===== src/rtl/yuv_block_reader.sv =====
// ============================================================================
//  Module   : yuv_block_reader
//  Function : Fetches one 8x8 pixel block from SRAM into 64 level-shifted DPRAM entries.
//  Revision : 1.0  initial release
// ============================================================================
`default_nettype none

module yuv_block_reader #(
   parameter logic [17:0] Y_BASE = 18'd0,
   parameter logic [17:0] U_BASE = 18'd38400,
   parameter logic [17:0] V_BASE = 18'd57600
) (
   input  logic        Clock,
   input  logic        Resetn,
   input  logic        Start,
   output logic [17:0] SRAM_address,
   input  logic [15:0] SRAM_read_data,
   output logic        SRAM_we_n,
   output logic [6:0]  DP_address,
   output logic [31:0] DP_write_data,
   output logic        DP_we,
   output logic        Busy,
   output logic        Block_done,
   output logic        Frame_done
);

   typedef enum logic [1:0] {S_IDLE, S_FETCH, S_DRAIN, S_DONE} state_t;

   localparam logic [1:0] c_PL_Y = 2'd0;
   localparam logic [1:0] c_PL_U = 2'd1;
   localparam logic [1:0] c_PL_V = 2'd2;

   state_t      r_state;
   logic [6:0]  r_cyc;     // cycle index from the first FETCH cycle; equals k during FETCH
   logic [1:0]  r_plane;
   logic [5:0]  r_bx;
   logic [4:0]  r_by;
   logic [7:0]  r_low;

   logic [17:0] w_stride;
   logic [17:0] w_plane_base;
   logic [17:0] w_block_addr;
   logic [17:0] w_word_addr;
   logic [6:0]  w_n;
   logic        w_bx_last;
   logic        w_by_last;
   logic        w_dp_we_next;
   logic [7:0]  w_pix;

   assign SRAM_we_n = 1'b1;

   always_comb begin
      w_stride     = (r_plane == c_PL_Y) ? 18'd160 : 18'd80;
      w_plane_base = Y_BASE;
      if (r_plane == c_PL_U) w_plane_base = U_BASE;
      if (r_plane == c_PL_V) w_plane_base = V_BASE;
      w_block_addr = w_plane_base + w_stride * {10'd0, r_by, 3'd0} + {10'd0, r_bx, 2'd0};
      // Cycle about to begin: word n/2 sits at row n[5:3], column n[2:1] of the block
      w_n          = (r_state == S_IDLE) ? 7'd0 : r_cyc + 7'd1;
      w_word_addr  = w_block_addr + w_stride * {15'd0, w_n[5:3]} + {16'd0, w_n[2:1]};
      w_bx_last    = (r_plane == c_PL_Y) ? (r_bx == 6'd39) : (r_bx == 6'd19);
      w_by_last    = (r_by == 5'd29);
      w_dp_we_next = ((r_state == S_FETCH) || (r_state == S_DRAIN))
                     && (w_n >= 7'd2) && (w_n <= 7'd65);
   end

   // Even entries come straight off the SRAM bus, odd entries from the held low byte
   assign w_pix         = DP_address[0] ? r_low : SRAM_read_data[15:8];
   assign DP_write_data = DP_we ? {{24{~w_pix[7]}}, ~w_pix[7], w_pix[6:0]} : 32'd0;

   always_ff @(posedge Clock or negedge Resetn) begin
      if (!Resetn) begin
         r_state      <= S_IDLE;
         r_cyc        <= 7'd0;
         r_plane      <= c_PL_Y;
         r_bx         <= 6'd0;
         r_by         <= 5'd0;
         r_low        <= 8'd0;
         SRAM_address <= 18'd0;
         DP_address   <= 7'd0;
         DP_we        <= 1'b0;
         Busy         <= 1'b0;
         Block_done   <= 1'b0;
         Frame_done   <= 1'b0;
      end else begin
         Block_done <= 1'b0;
         Frame_done <= 1'b0;
         DP_we      <= w_dp_we_next;
         if (w_dp_we_next)
            DP_address <= w_n - 7'd2;
         if (DP_we && !DP_address[0])
            r_low <= SRAM_read_data[7:0];

         case (r_state)
            S_IDLE: begin
               if (Start) begin
                  r_state      <= S_FETCH;
                  r_cyc        <= 7'd0;
                  Busy         <= 1'b1;
                  SRAM_address <= w_word_addr;
               end
            end
            S_FETCH: begin
               r_cyc <= w_n;
               if (!w_n[0] && (w_n < 7'd64))
                  SRAM_address <= w_word_addr;
               if (r_cyc == 7'd63)
                  r_state <= S_DRAIN;
            end
            S_DRAIN: begin
               r_cyc <= w_n;
               if (r_cyc == 7'd65) begin
                  r_state    <= S_DONE;
                  Block_done <= 1'b1;
                  Frame_done <= (r_plane == c_PL_V) && w_bx_last && w_by_last;
               end
            end
            S_DONE: begin
               r_state <= S_IDLE;
               r_cyc   <= 7'd0;
               Busy    <= 1'b0;
               if (w_bx_last) begin
                  r_bx <= 6'd0;
                  if (w_by_last) begin
                     r_by <= 5'd0;
                     case (r_plane)
                        c_PL_Y:  r_plane <= c_PL_U;
                        c_PL_U:  r_plane <= c_PL_V;
                        default: r_plane <= c_PL_Y;
                     endcase
                  end else begin
                     r_by <= r_by + 5'd1;
                  end
               end else begin
                  r_bx <= r_bx + 6'd1;
               end
            end
            default: r_state <= S_IDLE;
         endcase
      end
   end

endmodule

`default_nettype wire


===== config.mk =====
export PLATFORM = sky130hd
export DESIGN_NAME = yuv_block_reader
export DESIGN_NICKNAME = d
export VERILOG_FILES = /design/src/rtl/yuv_block_reader.sv
export SDC_FILE = /design/constraint.sdc
export NUM_CORES = 1
export LEC_CHECK = 0
export ABC_AREA = 0
export CAP_MARGIN = 25
export CORE_MARGIN = 2
export CORE_UTILIZATION = 65
export CTS_BUF_LIST = sky130_fd_sc_hd__clkbuf_8
export DETAILED_ROUTE_END_ITERATION = 10
export DONT_BUFFER_PORTS = 1
export GPL_TIMING_DRIVEN = 0
export PLACE_DENSITY = 0.81
export SYNTH_ARGS = -nofsm -noshare
export SYNTH_HDL_FRONTEND = slang
export SYNTH_SLANG_ARGS = --single-unit

===== constraint.sdc =====
create_clock -name Clock -period 6.9 [get_ports Clock]
set_input_delay 1.035 -clock Clock [delete_from_list [all_inputs] [get_ports Clock]]
set_output_delay 1.035 -clock Clock [all_outputs]
set_load 0.05 [all_outputs]

; After elaboration in Yosys (flattened, before gate mapping)
; Index checks and enable logic that the tools add are counted.
[totals]
in_bits = 19
register_bits = 59
out_inout_bits = 62
word_cells = 84
[op_classes]
eq_ne = 14
n_addsub = 8
muxes = 25
multipliers = 2
reduce_logical = 19
n_bitwise = 1
order_cmp = 3
[op_table]
columns = operator, count
row1 = 2-to-1 mux 18 bit, 2
row2 = case mux 18 bit (2 select lines), 1
row3 = 2-to-1 mux 16 bit, 2
row4 = 2-to-1 mux 32 bit, 1
row5 = case mux 7 bit (3 select lines), 1
row6 = adder 18 x 11 -> 18 bit, 1
row7 = adder 18 x 16 -> 18 bit, 1
row8 = adder 18 x 2 -> 18 bit, 1
row9 = adder 18 x 8 -> 18 bit, 1
row10 = 2-to-1 mux 8 bit, 2
row11 = 2-to-1 mux 7 bit, 2
row12 = multiplier 8 x 5 -> 13 bit, 1
row13 = multiplier 8 x 3 -> 11 bit, 1
row14 = AND reduction 3 bit, 3
row15 = case mux 2 bit (4 select lines), 1
row16 = "adder 7 x 1 -> 7 bit, second input constant", 1
row17 = "== test 7 x 6 -> 1 bit, second input constant", 1
row18 = "== test 7 bit, second input constant", 1
row19 = "greater-or-equal comparator 7 x 2 -> 1 bit, second input constant", 1
row20 = "<= comparator 7 bit, second input constant", 1
row21 = "< comparator 7 bit, second input constant", 1
row22 = "subtractor 7 x 2 -> 7 bit, second input constant", 1
row23 = "adder 6 x 1 -> 6 bit, second input constant", 1
row24 = "== test 2 bit, second input constant", 3
row25 = other kinds (21), 40

; Depth between registers and ports, before layout
; Gate-level depths: netlist (run 1).
[depth]
ltp_word = 9
ltp_mapped = 21
ltp_nobuf = 20

; Worst setup path after synthesis (run 1)
; Ideal clock, no wire load.
[synth_timing]
kind = reg2reg
start = register r_plane[0]
end = register SRAM_address[16]
arrival_time_ns = 4.391
setup_slack_ns = 2.375
synth_period_minus_slack_ns = 4.525
path_stages_with_launch = 20
t_required_ns = 6.767
path_buffers = 0
setup_time_ns = 0.133
cell_sequence = dfrtp_1 -> inv_1 -> ha_1 -> mux2_2 -> ha_1 -> fa_1 -> ha_1 -> ha_1 -> nor2b_1 -> o21ai_0 -> a21boi_0 -> o21ai_0 -> nand2b_1 -> xnor2_1 -> ha_1 -> ha_1 -> a21o_1 -> a41oi_1 -> xor2_1 -> o21ai_0
[synth_between]
elab_chain_cells = 9
word_cells_on_any_way = 15
cone_classes = add/sub (4) / mul (2) / eq/ne (2) / mux (6) / reduce/logical (1)
[synth_rtl]
columns = element, line
row1 = "start, declared", 35  ; logic [1:0] r_plane;
row2 = "start signal, assigned", 75  ; r_plane <= c_PL_Y;
row3 = "start signal, assigned", 127  ; c_PL_Y: r_plane <= c_PL_U;
row4 = "start signal, assigned", 128  ; c_PL_U: r_plane <= c_PL_V;
row5 = zero test 2 bit or == test 2 x 1 -> 1 bit (tied branches), "53, 55"
row6 = 2-to-1 mux 8 bit or 2-to-1 mux 16 bit (tied branches), "53, 55"
row7 = multiplier 8 x 5 -> 13 bit or 2-to-1 mux 16 bit (tied branches), "57, 56"
row8 = adder 18 x 16 -> 18 bit, 57  ; w_block_addr = w_plane_base + w_stride * {10'd0, r_by, 3'd0} + {10'd0, r_bx, 2'd0};
row9 = adder 18 x 8 -> 18 bit, 57
row10 = adder 18 x 11 -> 18 bit (*), 60  ; w_word_addr = w_block_addr + w_stride * {15'd0, w_n[5:3]} + {16'd0, w_n[2:1]};
row11 = adder 18 x 2 -> 18 bit (*), 60
row12 = 2-to-1 mux 18 bit (on tied branches), "105, 96"
row13 = case mux 18 bit (2 select lines) (*), 94  ; case (r_state)
row14 = "end signal, assigned", 100  ; SRAM_address <= w_word_addr;
row15 = "end signal, assigned", 106  ; SRAM_address <= w_word_addr;
row16 = "end, declared", 16  ; output logic [17:0] SRAM_address,
; Every way passes the cells marked *; elsewhere a longest branch is shown, timed or not. The select of a mux whose other input is x is not followed.
; A chain may end at the register's enable or synchronous reset.

; Final worst setup path (run 1)
; Same ends and word-level chain as after synthesis.

==> reports/summary.md, run 1 <==
The logs give 0.248 for the total global routing track utilization and 78 for the number of DRC markers in iteration 0. The initial core utilization came out at 0.666. The max-slew violation count came out at 0. Yosys mapped a number of flops with a built-in enable equal to 0.

After layout, the worst setup slack is 1.74 ns. The worst slew margin relative to its limit came out at 0.364. For the count of endpoints failing hold in the final timing report, the log shows 0. Summing all placed instances gives a cell area of 4600 um2. The fraction of layout instances using a drive strength above 1 was 0.175.

On the final layout, the worst clock skew is 0.00735 ns. Clock tree synthesis selected as its root buffer the cell sky130_fd_sc_hd__clkbuf_8. The number of max-capacitance violations reported was 0. The area added between synthesis and finish was 7.96%; the final wirelength was 8.93 mm. The number of warnings issued by yosys came out at 0. For the sequential area share after synthesis, the log shows 0.328.

The maximum fanout along the worst path is 10. Hold repair after CTS inserted 0 buffers. The final-report setup violation count came out at 0.

Count of buffers inserted at the top-level ports: 0. The initial antenna violation count came out at 0. The worst setup path is captured at a register. Setup repair after global routing left no endpoint under its margin. The final period utilization was 0.748; the clock network latency to the later pin of the worst-skew pair was 0.35 ns. Counting the buffers created by CTS gives 9.

The placed wire-length estimate is 6.59 mm, and the power density over cell area is 159 nW/um2. In the final design database the tool counted 548 nets. The post-detailed-route wirelength per cell is 16.3 um.

The tools report the post-CTS resize count as 0. In the final timing run, aggregate negative setup slack is 0 ns. Synthesis produced 450 cells. The number of antenna-violating nets in the routed design was 0; the remaining global-route overflow was 0.

The final antenna diode count is 0, and the finished layout cell area is 4850 um2. In this run the cell area of the synthesized design comes to 4500 um2. STA puts the critical path data required time at 7.12 ns.

Clock tree synthesis found a total of 59 sinks. Once the clock tree was built, the setup fixing pass inserted 0 buffers. The tools report the static leakage as 2.42 nW.

TritonCTS built the clock tree. The minimum clock period works out to 5.16 ns. Based on the critical path, the design can be clocked at up to 0.194 GHz. The via count of the first global-routing pass is 3,179, and the vertical die dimension is 87.2 um.

The total area inside the core boundary comes to 6760 um2. Leaving out fill and tap cells, the most frequent cell in the layout is sky130_fd_sc_hd__dfrtp_1. The final core utilization is 0.719, and the number of optimization iterations in the first detailed-route pass is 4. The run gives 5.38 ns as the data arrival time at the worst-slack endpoint.

The via density per instance came out at 5.83. Class of the tightest hold or removal check: in -> async. The share of async-settable or async-resettable flops after synthesis is 1.00. The library cells used most frequently in the layout, excluding fill and tap cells, are sky130_fd_sc_hd__dfrtp_1 (59), sky130_fd_sc_hd__ha_1 (54), sky130_fd_sc_hd__nand2_1 (40).

The run finished with clean final reports. The clock slew at the register clock pins of the worst setup and hold paths was 0.07 ns. Pin placement for this block handled 81 I/O pins. At the placement stage, the worst setup path has a slack of 1.77 ns. The worst-margin pin slew was 0.952 ns; the placer's final routability congestion estimate was 0.830.

Among all flip-flop cells after synthesis, the most frequent one is sky130_fd_sc_hd__dfrtp_1. STA classifies the critical path startpoint as a register. The mean area per synthesized cell came out at 9.99 um2. For the number of buffers on the longest clock path, the log shows 2. DRC violation count after routing: 0. The run gives 3 as the CTS H-tree depth.

The first global-routing pass estimated 14.6 mm of wire. Synthesis inferred 59 register bits. The overall die width came out at 87.2 um. The floorplan has 30 rows. The pin count of the biggest net entering global routing was 60. After synthesis, the netlist uses 54 different library cells.

The die covers 7600 um2. The peak ir drop on the vdd network is 102 uV. The critical path is of the reg -> reg type. The final route contains 3,197 vias.
state kept, by name (all words and copies together) (netlist names):
| signal | count |
|---|---|
| SRAM_address | 18 |
| r_low | 8 |
| DP_address | 7 |
| r_cyc | 7 |
| r_bx | 6 |
| r_by | 5 |
| r_plane | 2 |
| r_state | 2 |
| Block_done | 1 |
| Busy | 1 |
| DP_we | 1 |
| Frame_done | 1 |
path summary, 6_finish.rpt:
| path | from | slack [ns] | to | cells past startpoint |
|---|---|---|---|---|
| setup / recovery | r_plane[0]$_DFFE_PN0P_ | 1.74 | SRAM_address[16]$_DFFE_PN0P_ | 20 |
| hold / removal | Resetn | 0.37 | r_cyc[0]$_DFFE_PN0P_ | 0 |
| setup reg to reg | r_plane[0]$_DFFE_PN0P_ | 1.74 | SRAM_address[16]$_DFFE_PN0P_ | 20 |
| hold reg to reg | r_low[0]$_DFFE_PN0P_ | 0.51 | r_low[0]$_DFFE_PN0P_ | 1 |
| max in group asynchronous | Resetn | 6.44 | r_by[1]$_DFFE_PN0P_ | 0 |
| min in group Clock | r_low[0]$_DFFE_PN0P_ | 0.51 | r_low[0]$_DFFE_PN0P_ | 1 |
synthesized netlist by cell type (2+ instances only):
| master | n | area (um2) |
|---|---|---|
| sky130_fd_sc_hd__dfrtp_1 | 59 | 1480 |
| sky130_fd_sc_hd__ha_1 | 54 | 676 |
| sky130_fd_sc_hd__nand2_1 | 40 | 150 |
| sky130_fd_sc_hd__inv_1 | 39 | 146 |
| sky130_fd_sc_hd__o21ai_0 | 30 | 150 |
| sky130_fd_sc_hd__buf_4 | 25 | 188 |
| sky130_fd_sc_hd__nor2_1 | 19 | 71.3 |
| sky130_fd_sc_hd__mux2_2 | 18 | 203 |
| sky130_fd_sc_hd__nor2b_1 | 14 | 87.6 |
| sky130_fd_sc_hd__fa_1 | 12 | 240 |
| sky130_fd_sc_hd__xnor2_1 | 11 | 96.3 |
| sky130_fd_sc_hd__mux2i_1 | 10 | 100 |
| sky130_fd_sc_hd__a21o_1 | 8 | 60.1 |
| sky130_fd_sc_hd__a21oi_1 | 8 | 40.0 |
| sky130_fd_sc_hd__clkbuf_1 | 8 | 30.0 |
| sky130_fd_sc_hd__mux2_4 | 8 | 120 |
| sky130_fd_sc_hd__nand3_1 | 8 | 40.0 |
| sky130_fd_sc_hd__xor2_1 | 8 | 70.1 |
| sky130_fd_sc_hd__and2_1 | 7 | 43.8 |
| sky130_fd_sc_hd__nand2b_1 | 6 | 37.5 |
| sky130_fd_sc_hd__nor3_1 | 5 | 25.0 |
| sky130_fd_sc_hd__and3_1 | 4 | 25.0 |
| sky130_fd_sc_hd__or2_2 | 4 | 25.0 |
| sky130_fd_sc_hd__a22o_1 | 3 | 26.3 |
| sky130_fd_sc_hd__o22ai_1 | 3 | 18.8 |
| sky130_fd_sc_hd__o31ai_1 | 3 | 22.5 |
| sky130_fd_sc_hd__or3_1 | 3 | 18.8 |
| sky130_fd_sc_hd__a41oi_1 | 2 | 17.5 |
| sky130_fd_sc_hd__buf_2 | 2 | 10.0 |
| sky130_fd_sc_hd__nand4_1 | 2 | 12.5 |
| sky130_fd_sc_hd__nor3b_1 | 2 | 15.0 |
| sky130_fd_sc_hd__o21ai_1 | 2 | 10.0 |
| sky130_fd_sc_hd__o21bai_1 | 2 | 15.0 |
critical path, cell delays in order, from the launching register on:
cell and delay (ns):
sky130_fd_sc_hd__dfrtp_1 0.40, sky130_fd_sc_hd__inv_1 0.15, sky130_fd_sc_hd__ha_1 0.29, sky130_fd_sc_hd__clkbuf_1 0.42, sky130_fd_sc_hd__nor2b_1 0.14, sky130_fd_sc_hd__ha_1 0.35, sky130_fd_sc_hd__fa_1 0.48, sky130_fd_sc_hd__ha_1 0.31
sky130_fd_sc_hd__ha_1 0.34, sky130_fd_sc_hd__nor2b_1 0.14, sky130_fd_sc_hd__o21ai_0 0.18, sky130_fd_sc_hd__a21boi_0 0.14, sky130_fd_sc_hd__o21ai_0 0.16, sky130_fd_sc_hd__nand2b_1 0.09, sky130_fd_sc_hd__xnor2_1 0.13, sky130_fd_sc_hd__ha_1 0.29
sky130_fd_sc_hd__ha_1 0.36, sky130_fd_sc_hd__a21o_1 0.20, sky130_fd_sc_hd__a41oi_1 0.22, sky130_fd_sc_hd__xor2_1 0.16, sky130_fd_sc_hd__o21ai_0 0.08
power by group:
| group | switching, W | total, W | internal (W) |
|---|---|---|---|
| registers | 0.00000296 | 0.000351 | 0.000348 |
| clock network | 0.000149 | 0.000362 | 0.000213 |
| logic | 0.0000453 | 0.0000606 | 0.0000153 |
| total | 0.000197 | 0.000774 | 0.000577 |
cells by family (layout without fill, tap and decap cells):
family | Yosys count | after routing | synth area share
other | 1 | 2 | 0.000834
muxes | 36 | 36 | 0.0940
adders and majority gates | 66 | 66 | 0.204
and+or+nand+nor | 117 | 117 | 0.129
DFF | 59 | 59 | 0.328
xor gates and xnor gates | 21 | 21 | 0.0467
buffers and inverters | 76 | 93 | 0.0865
AOI/OAI and AO/OA | 74 | 74 | 0.110
area by class of cell:
cell class | instances | area [um2]
timing repair buffer | 1 | 27.5
sequential | 59 | 1480
multi-input combinational | 316 | 2640
fill | 487 | 1900
tap | 80 | 100
buffer | 37 | 243
clock inverter | 6 | 88.8
inverter | 39 | 146
clock buffer | 10 | 138
layer usage:
metal / vias up / global-route usage / share of wire / wire, um
li1: 1530 / - / - / -
met1: 1571 / 0.286 / 0.41 / 3650
met2: 82 / 0.435 / 0.52 / 4600
met3: 14 / 0.0796 / 0.059 / 523
met4: 0 / 0.0839 / 0.018 / 159
met5: - / 0 / 0 / 0
per-stage QoR:
| step | power, W | hold WS (ns) | instances |
|---|---|---|---|
| global placement | 0.000415 | 0.490 | 531 |
| finish | 0.000774 | 0.366 | 548 |
| detailed placement | 0.000416 | 0.496 | 531 |
| CTS | 0.000779 | 0.352 | 547 |
| global route | 0.000799 | 0.349 | 548 |
| floorplan | 0.000413 | 0.480 | 451 |
Power figures use the tool's default switching activity.
==> inputs of run 2 (changes only) <==
- CORE_UTILIZATION: 65 -> 60
- PLACE_DENSITY: 0.81 -> 0.79
- clock period: 6.9 -> 4.2 ns (I/O delays scaled with it)
==> run 2 against run 1 <==
The run now ends with setup timing left. Hold slack lost 0.22 ns. Sequential cell count is the same. Via count grew 7.1%. Critical endpoint unchanged. Sequential share of layout area shrank 3.0 points. Register-to-register slack lost 1.9 ns. Fmax grew 18%. Sequential power grew 64%. Total power grew 61%.
==> reports/summary.md, run 2 (synthesis gave the netlist of run 1 again) <==
The worst reg-to-reg path cell count works out to 19 (was 20). The static leakage is 2.56 nW (was 2.42 nW). Fraction of layout instances using a drive strength above 1: 0.299 (was 0.175).

The most numerous cell on the critical path was sky130_fd_sc_hd__ha_4 (was sky130_fd_sc_hd__ha_1). For the count of placed standard cells including taps, the log shows 550 (was 531). Placer's final routability congestion estimate: 0.825 (was 0.830). For the switching component of the power, the log shows 0.000321 W (was 0.000197 W). The worst setup timing slack at the placement stage came out at -0.470 ns (was 1.77 ns). The flow ran to the end, but the final reports show violations. The DRC violation count after routing is 0 (unchanged).

The cell-internal power came out at 0.000928 W (was 0.000577 W). Final antenna diode count: 0 (unchanged). The first element of the critical path was r_plane[0]$_DFFE_PN0P_ (unchanged).

Count of endpoints failing hold in the final timing report: 0 (unchanged). The tools report the total CTS buffers as 9 (unchanged). The flip-flop count of the largest register after layout is 18 (unchanged). The tools report the total global routing track utilization as 0.247 (was 0.248).

The endpoint of the most critical register-to-register path was SRAM_address[16]$_DFFE_PN0P_ (unchanged). The maximum fanout along the worst path was 4 (was 10); the final critical-path setup slack was -0.157 ns (was 1.74 ns). Minimum clock period: 4.36 ns (was 5.16 ns). The initial core utilization came out at 0.620 (was 0.666).

Critical path data required time: 4.42 ns (was 7.12 ns). The logs give -0.16 ns (was 1.74 ns) for the slack of the worst reg-to-reg path and 31 (was 30) for the row count. The logs give 6.73 mm (was 6.59 mm) for the placed wire-length estimate and 0 (unchanged) for the number of max-capacitance violations reported. Clock tree root buffer cell: sky130_fd_sc_hd__clkbuf_8 (unchanged).

The register with the highest flop count was SRAM_address (unchanged). The tools report the launching point of the worst reg2reg path as r_plane[0]$_DFFE_PN0P_ (unchanged). For the CTS H-tree depth, the log shows 3 (unchanged).

The count of buffers inserted at the top-level ports is 0 (unchanged). The tools report the total core area as 7250 um2 (was 6760 um2). The logs give 0.091 (was 0.078) for the share of total power in combinational logic and 3,425 (was 3,197) for the total vias in the final route.

The worst slew margin relative to its limit is 0.366 (was 0.364), and the overall die width is 90.6 um (was 87.2 um). The largest stage delay on the critical path was 0.44 ns (was 0.48 ns). Via density per instance: 5.77 (was 5.83). Highest achievable clock rate: 0.229 GHz (was 0.194 GHz).

The final standard cell count with taps included and fillers excluded is 594 (was 548). The worst-margin pin slew works out to 0.949 ns (was 0.952 ns). The tools report the finished layout cell area as 5400 um2 (was 4850 um2). Commonest cells after routing, fill and taps aside: sky130_fd_sc_hd__dfrtp_1 (57), sky130_fd_sc_hd__buf_4 (51), sky130_fd_sc_hd__ha_1 (42) (was sky130_fd_sc_hd__dfrtp_1 (59), sky130_fd_sc_hd__ha_1 (54), sky130_fd_sc_hd__nand2_1 (40)).

The max-slew violation count is 0 (unchanged). Registers with the highest flip-flop counts: SRAM_address x18, r_low x8 (unchanged). The class of the tightest hold or removal check was in -> async (unchanged). For the final sum of negative setup slack, the log shows -0.191 ns (was 0 ns). The tools report the via count of the first global-routing pass as 3,392 (was 3,179).

The final reports fail on setup timing. Type of origin of the critical path: a register (unchanged). The share of total power in sequential cells was 0.462 (was 0.454). For the remaining global-route overflow, the log shows 0 (unchanged). The number of nets in the layout was 575 (was 548); the final period utilization was 1.04 (was 0.748). The logs give 0 (unchanged) for the initial antenna violation count and 0.745 (was 0.719) for the final core utilization. For the number of antenna-violating nets in the routed design, the log shows 0 (unchanged). The pin count of the biggest net entering global routing was 60 (unchanged); the number of buffers on the longest clock path was 2 (unchanged).

Net switching fraction of the power: 0.257 (was 0.255). The number of DRC markers in iteration 0 came out at 171 (was 78). The final wirelength was 10.4 mm (was 8.93 mm); the clock network power share was 0.447 (was 0.468). The data arrival time at the worst-slack endpoint is 4.58 ns (was 5.38 ns), and the clock slew at the register clock pins of the worst setup and hold paths is 0.07 ns (about the same). For the number of clock sinks seen by CTS, the log shows 59 (unchanged). Setup repair after global routing could not meet its margin everywhere. The post-detailed-route wirelength per cell was 17.5 um (was 16.3 um); the area taken by flip-flops and latches was 1480 um2 (about the same). Kind of end point of the critical path: a register (unchanged). For the total cell area at the placement stage, the log shows 4700 um2 (was 4600 um2).

The number of optimization iterations in the first detailed-route pass was 5 (was 4). The tools report the clock network latency to the later pin of the worst-skew pair as 0.35 ns (about the same). Type of the worst setup path: reg -> reg (unchanged). TritonCTS built the clock tree. The power density over cell area works out to 231 nW/um2 (was 159 nW/um2). The vertical die dimension was 90.6 um (was 87.2 um); the die area was 8200 um2 (was 7600 um2). Cell chain of the critical path: inv_2, ha_4, mux2_4, ha_4, fa_1, ha_4, ha_4, nor2b_4, o21ai_2, a21boi_2, o21ai_1, nand2b_1, xnor2_2, ha_1, ha_4, a21o_1, a41oi_2, xor2_1, o21ai_1 (was inv_1, ha_1, clkbuf_1, nor2b_1, ha_1, fa_1, ha_1, ha_1, nor2b_1, o21ai_0, a21boi_0, o21ai_0, nand2b_1, xnor2_1, ha_1, ha_1, a21o_1, a41oi_1, xor2_1, o21ai_0).

The peak ir drop on the vdd network is 159 uV (was 102 uV), and the final-report setup violation count is 2 (was 0). The area added between synthesis and finish was 20.1% (was 7.96%). Most common cell after layout, fill and taps aside: sky130_fd_sc_hd__dfrtp_1 (unchanged). The tools report the area taken by multi-input logic gates as 2920 um2 (was 2640 um2). The cell with the largest stage delay on the worst path is sky130_fd_sc_hd__fa_1 (unchanged). The number of top-level design ports was 81 (unchanged); the global-route wire length before repair was 16.3 mm (was 14.6 mm). The count of fill cells added during filler insertion came out at 458 (was 487).

The run gives 0.0127 ns (was 0.00735 ns) as the clock skew after layout.
[run 2: cell types whose count changed in the layout (fill, tap and decap cells not counted), sizes merged]
cell / delta
clkinvlp: -1
buf: +27
clkbuf: -1
inv: +2
[run 2: critical path: cells and delay by family, from the launching register on]
family,cells,cell delay (ns)
adder cells (fa/ha/maj),7,1.99
multiplexers,1,0.32
buffers and inverters,1,0.13
XOR/XNOR,2,0.35
AND/OR/NAND/NOR,2,0.23
flip-flops,1,0.40
AO/OA/AOI/OAI,6,0.82
[run 2: cell type report]
type	instances	share of cell area
buffer	36	0.0461
tap	99	0.0229
clock buffer	9	0.0229
clock inverter	7	0.0158
multi-input combinational	316	0.541
inverter	39	0.0271
timing repair buffer	29	0.0500
sequential	59	0.274
[run 2: worst max path at each step]
stage,endpoint,slack (ns),cells after the start
finish,SRAM_address[16]$_DFFE_PN0P_,-0.16,19
global route,SRAM_address[16]$_DFFE_PN0P_,-0.27,19
CTS,SRAM_address[16]$_DFFE_PN0P_,-0.03,18
detailed placement,SRAM_address[15]$_DFFE_PN0P_,-0.47,18
global placement,SRAM_address[15]$_DFFE_PN0P_,-0.31,18
floorplan,SRAM_address[16]$_DFFE_PN0P_,-0.03,19
[run 2: per-stage QoR]
stage,hold slack (ns),total power [W]
2_1_floorplan,0.334,0.000679
3_3_place_gp,0.336,0.000682
3_5_place_dp,0.336,0.000684
4_1_cts,0.155,0.00125
5_1_grt,0.165,0.00129
6_report,0.149,0.00125
[run 2: metal layers]
layer / vias to the layer above / GRT usage / wire [um]
met5: - / 0 / 0
met4: 0 / 0.104 / 297
li1: 1586 / - / -
met2: 144 / 0.427 / 5240
met3: 32 / 0.0518 / 641
met1: 1663 / 0.297 / 4200
[run 2: power groups by stage]
stage / Combinational, W / Sequential, W / Clock, W
4_1_cts: 0.000110 / 0.000577 / 0.000563
6_report: 0.000114 / 0.000577 / 0.000559
3_3_place_gp: 0.0000949 / 0.000587 / 0
5_1_grt: 0.000119 / 0.000577 / 0.000592
3_5_place_dp: 0.0000961 / 0.000588 / 0
2_1_floorplan: 0.0000922 / 0.000587 / 0
[run 2: timing repair]
| item | in CTS | in global routing |
|---|---|---|
| hold buffers | 1 | 0 |
| setup endpoints to repair | 9 | 8 |
| endpoints found under the hold margin | 59 | 0 |
| pin swaps | 18 | 28 |
| resized for setup | 27 | 21 |
| buffers inserted | 21 | 6 |
